### src/rtl/lsu_pkg.sv
// lsu_pkg: shared definitions for the load/store unit.
//   lsu_state_e  - load FSM states
//   F3_*         - funct3 encodings of the RV32I loads
//   is_legal_load - funct3 is one of the five supported loads
//   needs_split   - access crosses a 32-bit word boundary (low funct3 bits
//                   encode the size for both loads and stores)
package lsu_pkg;

  typedef enum logic [2:0] {
    ST_IDLE   = 3'd0,
    ST_RD_ONE = 3'd1,
    ST_RD_LO  = 3'd2,
    ST_RD_HI  = 3'd3,
    ST_RESP   = 3'd4
  } lsu_state_e;

  localparam logic [2:0] F3_LB  = 3'b000;
  localparam logic [2:0] F3_LH  = 3'b001;
  localparam logic [2:0] F3_LW  = 3'b010;
  localparam logic [2:0] F3_LBU = 3'b100;
  localparam logic [2:0] F3_LHU = 3'b101;

  function automatic logic is_legal_load(input logic [2:0] f3);
    return (f3 == F3_LB) || (f3 == F3_LH) || (f3 == F3_LW) ||
           (f3 == F3_LBU) || (f3 == F3_LHU);
  endfunction

  // Halfword at offset 3 or word at any nonzero offset spills into the next word.
  function automatic logic needs_split(input logic [2:0] f3, input logic [1:0] off);
    logic split;
    split = 1'b0;
    case (f3[1:0])
      2'b01:   split = (off == 2'd3);
      2'b10:   split = (off != 2'd0);
      default: split = 1'b0;
    endcase
    return split;
  endfunction

endpackage

### src/rtl/load_extract.sv
// load_extract: combinational alignment and extension of load data.
//   hi, lo  - the two memory words ({hi,lo}; hi is 0 for single-word loads)
//   offset  - byte offset of the load within lo
//   funct3  - load type
//   result  - aligned, sign/zero-extended 32-bit load result
module load_extract
  import lsu_pkg::*;
(
  input  logic [31:0] hi,
  input  logic [31:0] lo,
  input  logic [1:0]  offset,
  input  logic [2:0]  funct3,
  output logic [31:0] result
);

  logic [63:0] both;
  logic [63:0] shifted;
  logic [31:0] win;

  assign both    = {hi, lo};
  assign shifted = both >> {offset, 3'b000};
  assign win     = shifted[31:0];

  always_comb begin
    result = win;
    case (funct3)
      F3_LB:   result = {{24{win[7]}}, win[7:0]};
      F3_LBU:  result = {24'd0, win[7:0]};
      F3_LH:   result = {{16{win[15]}}, win[15:0]};
      F3_LHU:  result = {16'd0, win[15:0]};
      default: result = win;
    endcase
  end

endmodule

### src/rtl/load_unit.sv
// load_unit: MEM-stage load engine over a synchronous-read word memory.
//   clk, rst_n   - clock, asynchronous active-low reset
//   MemReadM     - load request, held stable while StallLsuM=1
//   funct3M      - load type; ALUResultM - byte address
//   FlushM       - kills the in-flight load (wins over everything)
//   MemReM/MemAddrM - memory read enable / word address; MemRdataM arrives next cycle
//   StallLsuM    - holds IF/ID/EX/MEM while a load is in flight
//   LoadDataW/LoadValidW - registered result and its one-cycle valid pulse
//
// Handshake: a request is taken in IDLE when MemReadM=1, funct3 is legal and
// FlushM=0; StallLsuM then stays high until the RESP cycle, in which
// LoadValidW pulses and the pipeline is released (the request still visible
// in RESP is the same instruction and is not re-accepted).
module load_unit
  import lsu_pkg::*;
(
  input  logic        clk,
  input  logic        rst_n,
  input  logic        MemReadM,
  input  logic [2:0]  funct3M,
  input  logic [31:0] ALUResultM,
  input  logic        FlushM,
  output logic        MemReM,
  output logic [29:0] MemAddrM,
  input  logic [31:0] MemRdataM,
  output logic        StallLsuM,
  output logic [31:0] LoadDataW,
  output logic        LoadValidW
);

  lsu_state_e  state;
  logic [2:0]  cap_f3;
  logic [1:0]  cap_off;
  logic [29:0] cap_waddr;
  logic [31:0] lo_word;
  logic        valid_q;

  logic        accept;
  logic        hi_issue;
  logic [31:0] ext_hi;
  logic [31:0] ext_lo;
  logic [31:0] ext_result;

  // rst_n gating keeps the memory quiet while reset is asserted even if the
  // pipeline is presenting a request.
  assign accept   = rst_n && (state == ST_IDLE) && MemReadM &&
                    is_legal_load(funct3M) && !FlushM;
  assign hi_issue = (state == ST_RD_LO) && !FlushM;

  assign MemReM   = accept || hi_issue;
  assign MemAddrM = accept   ? ALUResultM[31:2] :
                    hi_issue ? cap_waddr + 30'd1 : 30'd0;

  always_comb begin
    StallLsuM = 1'b0;
    case (state)
      ST_IDLE:                        StallLsuM = accept;
      ST_RD_ONE, ST_RD_LO, ST_RD_HI:  StallLsuM = 1'b1;
      default:                        StallLsuM = 1'b0;
    endcase
  end

  // A flush arriving in the RESP cycle still suppresses the pulse.
  assign LoadValidW = valid_q && !FlushM;

  // The word arriving now is hi only in RD_HI; otherwise it is lo with hi=0.
  assign ext_lo = (state == ST_RD_HI) ? lo_word   : MemRdataM;
  assign ext_hi = (state == ST_RD_HI) ? MemRdataM : 32'd0;

  load_extract u_extract (
    .hi     (ext_hi),
    .lo     (ext_lo),
    .offset (cap_off),
    .funct3 (cap_f3),
    .result (ext_result)
  );

  always_ff @(posedge clk or negedge rst_n) begin
    if (!rst_n) begin
      state     <= ST_IDLE;
      cap_f3    <= 3'd0;
      cap_off   <= 2'd0;
      cap_waddr <= 30'd0;
      lo_word   <= 32'd0;
      valid_q   <= 1'b0;
      LoadDataW <= 32'd0;
    end else begin
      valid_q <= 1'b0;
      if (FlushM && (state != ST_IDLE)) begin
        state <= ST_IDLE;
      end else begin
        case (state)
          ST_IDLE: begin
            if (accept) begin
              cap_f3    <= funct3M;
              cap_off   <= ALUResultM[1:0];
              cap_waddr <= ALUResultM[31:2];
              state     <= needs_split(funct3M, ALUResultM[1:0]) ? ST_RD_LO : ST_RD_ONE;
            end
          end
          ST_RD_ONE: begin
            LoadDataW <= ext_result;
            valid_q   <= 1'b1;
            state     <= ST_RESP;
          end
          ST_RD_LO: begin
            lo_word <= MemRdataM;
            state   <= ST_RD_HI;
          end
          ST_RD_HI: begin
            LoadDataW <= ext_result;
            valid_q   <= 1'b1;
            state     <= ST_RESP;
          end
          ST_RESP: state <= ST_IDLE;
          default: state <= ST_IDLE;
        endcase
      end
    end
  end

endmodule
### config.mk
export PLATFORM = sky130hd
export DESIGN_NAME = load_unit
export DESIGN_NICKNAME = d
export VERILOG_FILES = /design/src/rtl/lsu_pkg.sv /design/src/rtl/load_extract.sv /design/src/rtl/load_unit.sv
export SDC_FILE = /design/constraint.sdc
export NUM_CORES = 1
export LEC_CHECK = 0
export ABC_AREA = 1
export CORE_MARGIN = 2
export CORE_UTILIZATION = 45
export CTS_CLUSTER_DIAMETER = 60
export CTS_CLUSTER_SIZE = 16
export DETAILED_ROUTE_END_ITERATION = 10
export PLACE_DENSITY = 0.67
export SKIP_LAST_GASP = 1
export SYNTH_ARGS = -nofsm -noshare
export SYNTH_HDL_FRONTEND = slang
export SYNTH_SLANG_ARGS = --single-unit
### constraint.sdc
create_clock -name clk -period 2.74 [get_ports clk]
set_input_delay 0.548 -clock clk [delete_from_list [all_inputs] [get_ports clk]]
set_output_delay 0.548 -clock clk [all_outputs]
set_load 0.01 [all_outputs]
==> results.py <==
metrics = {
    "run_status": {
        "status": "complete, no violations",
    },
    "drt": {
        "wire_per_inst_um": 15.8,
        "vias_per_cell": 5.40,
        "num_vias": 7379,
        "firstDrtPassIters": 5,
        "ant_nets": 0,
        "detail_route.wirelength_um": 21600,
        "first_iter_violations": 646,
        "route.detailed.drc": 0,
    },
    "synth": {
        "yosysWarnings": 0,
        "synth_seq_area_share_pct": 38.7,
        "synth_edf_count": 0,
        "ys.flop_type": "dfrtp_1",
        "ys_types": 30,
        "syn_area_per_cell_um2": 6.51,
        "syn_area_um2": 6670,
        "async_flop_share_pct": 100,
        "ys_ff_latch": 103,
        "synth_nets": 1099,
        "synthCells": 1024,
    },
    "cells_and_area": {
        "fin_area_um2": 8850,
        "fin_cells": 1367,
        "multi_input_area_um2": 3590,
        "area_growth_pct": 32.7,
        "nNetsFinal": 1253,
        "seqCellArea_um2": 2580,
        "nFillCells": 1375,
        "post_route_cells_drive_above_1_share_pct": 12.9,
        "antenna_cells": 0,
    },
    "placed_design": {
        "numPortBuffers": 135,
        "placed_area_um2": 8480,
        "gp_congestion": 0.909,
        "dp_hpwl_um": 15500,
        "dp.cells": 1347,
    },
    "clock_tree": {
        "clk_latency_ns": 0.36,
        "ctsLongestPathBuffers": 2,
        "cts.htree.levels": 3,
        "clk_pin_slew_worst_paths_ns": 0.07,
        "cts_hold_buf": 0,
        "clock_sinks": 103,
        "cts_tree": "yes",
        "cts_buffers": 9,
        "cts_root_buf": "clkbuf_16",
    },
    "flow_run": {
        "drv_cap": 0,
    },
    "grt": {
        "grt_pass1_wl_um": 35500,
        "grt_pass1_vias": 7083,
        "grtUsageTotal_pct": 27.9,
        "grt_overflow_total": 0,
        "grt_max_degree": 60,
        "antenna_found_initial": 0,
    },
    "floorplan": {
        "die_y_um": 126,
        "start_util_pct": 46.0,
        "fp.dieW_um": 126,
        "coreArea_um2": 14500,
        "pin_count": 136,
        "dieArea_um2": 15800,
        "num_rows": 44,
    },
    "hold_path": {
        "hold_class": "in2async",
    },
    "critical_path": {
        "max_stage_delay_ns": 0.53,
        "crit_path_frequent_cell": "clkdlybuf4s50_1",
        "path_cells": "clkdlybuf4s50_1, nor2_1, nand3_2, buf_4, nand2_1, clkdlybuf4s50_1",
        "start_kind": "primary input",
        "crit_required_ns": 2.19,
        "critPathBufInv": 3,
        "crit_type": "in2out",
        "critPathArrivalTime_ns": 2.17,
        "worst-path-max-fanout": 12,
        "cp-end-kind": "primary output",
        "cp_top_family": "buffers and inverters",
        "slowest_stage": "clkdlybuf4s50_1",
    },
    "timing": {
        "max-slew-margin-rel_pct": 50.6,
        "slew_violations": 0,
        "period_minus_slack_ns": 2.72,
        "fin_crit_sh_pct": 99.4,
        "fmax_mhz": 367,
        "tns_ns": 0,
        "setup_viol": 0,
        "hold_violations": 0,
        "skew_ns": 0.00906,
        "rsz0062_at_grt": "true",
        "worst_pin_slew_ns": 0.741,
    },
    "power_and_ir_drop": {
        "p_leak_uw": 0.00440,
        "vdd_drop_max_v": 0.000400,
        "powerDensity_nw_per_um2": 792,
    },
}
==> metal layers <==
metal	share of wire (%)	track usage, %	wire length, µm
met1	44	37.4	9500
met2	46	44.5	9850
met3	7.2	6.20	1550
met4	3.2	10.5	692
met5	0	0	0
==> kinds of logic (layout without fill, tap and decap cells) <==
group	after synthesis	after routing	synth area share (%)
compound gates	131	131	10.9
xor+xnor	3	3	0.394
fa+ha+maj	4	4	0.751
buf+inv	147	306	8.93
flops	103	103	38.7
simple gates	636	636	40.4
==> sequential cells by signal (all words and copies together), names as in the netlist <==
name and flops:
LoadDataW 32, state 3, cap_off 2, lo_word 32
valid_q 1, cap_f3 3, cap_waddr 30
==> final cells by class <==
class	instances	share of cell area [%]
Multi-Input combinational cell	774	40.6
Sequential cell	103	29.1
Timing Repair Buffer	198	20.3
Clock inverter	2	0.424
Inverter	92	3.93
Tap cell	184	2.60
Clock buffer	14	3.10
==> synthesized netlist by cell type, types with 7 or more instances <==
master | number | share of area [%]
buf_2 | 23 | 1.7
nor3_1 | 14 | 1.1
o21ai_0 | 96 | 7.2
nand4_1 | 21 | 2.0
nor2_1 | 71 | 4.0
nand3_1 | 117 | 8.8
a21oi_1 | 7 | 0.53
o211ai_1 | 19 | 2.1
o21a_1 | 7 | 0.79
clkbuf_1 | 26 | 1.5
inv_1 | 87 | 4.9
or2_2 | 17 | 1.6
nand2_1 | 387 | 22
dfrtp_1 | 103 | 39
==> path summary, 6_finish.rpt <==
kind	start	end	slack [ns]	depth (start not counted)
max in group asynchronous	rst_n	cap_f3[1]	1.12	3
hold / removal	rst_n	lo_word[9]	0.40	2
min in group clk	lo_word[29]	lo_word[29]	0.48	2
setup / recovery	FlushM	MemReM	0.02	6
hold reg to reg	lo_word[29]	lo_word[29]	0.48	2
setup reg to reg	state[0]	LoadDataW[24]	0.65	11
==> per-stage QoR <==
stage	setup slack, ns	utilization, %	power (µW)	hold slack, ns
2_1_floorplan	0.593	-	4320	0.252
3_3_place_gp	-0.441	58.6	5610	0.462
3_5_place_dp	-0.483	58.6	5630	0.465
4_1_cts	0.00773	60.8	7000	0.419
5_1_grt	-0.113	61.1	7540	0.438
6_report	0.0174	61.1	7010	0.399
==> what timing repair did <==
| action | in CTS | in global routing |
|---|---|---|
| setup buffers | 3 | 0 |
| pin swaps | 2 | 2 |
| setup endpoints to repair | 32 | 30 |
| gates cloned | 2 | 0 |
| gates resized for setup | 122 | 28 |
==> cell usage in the layout (no fill, tap or decap), types with 9 or more instances in the layout <==
cell type	count
o211ai_1	19
o21ai_0	92
buf_2	21
or2_2	17
nand2_1	379
inv_1	86
nor3_1	12
clkdlybuf4s50_1	101
nand4_1	21
nand3_1	115
dfrtp_1	103
clkbuf_16	9
nor2_1	66
buf_4	58
==> power breakdown <==
| group | leakage (µW) | internal, µW | switching, µW | total [µW] |
|---|---|---|---|---|
| Combinational | 0.00297 | 1360 | 1790 | 3150 |
| Clock | 0.000149 | 785 | 574 | 1360 |
| Sequential | 0.00129 | 2090 | 410 | 2500 |
Note: power is estimated with default switching activity, not from simulation.
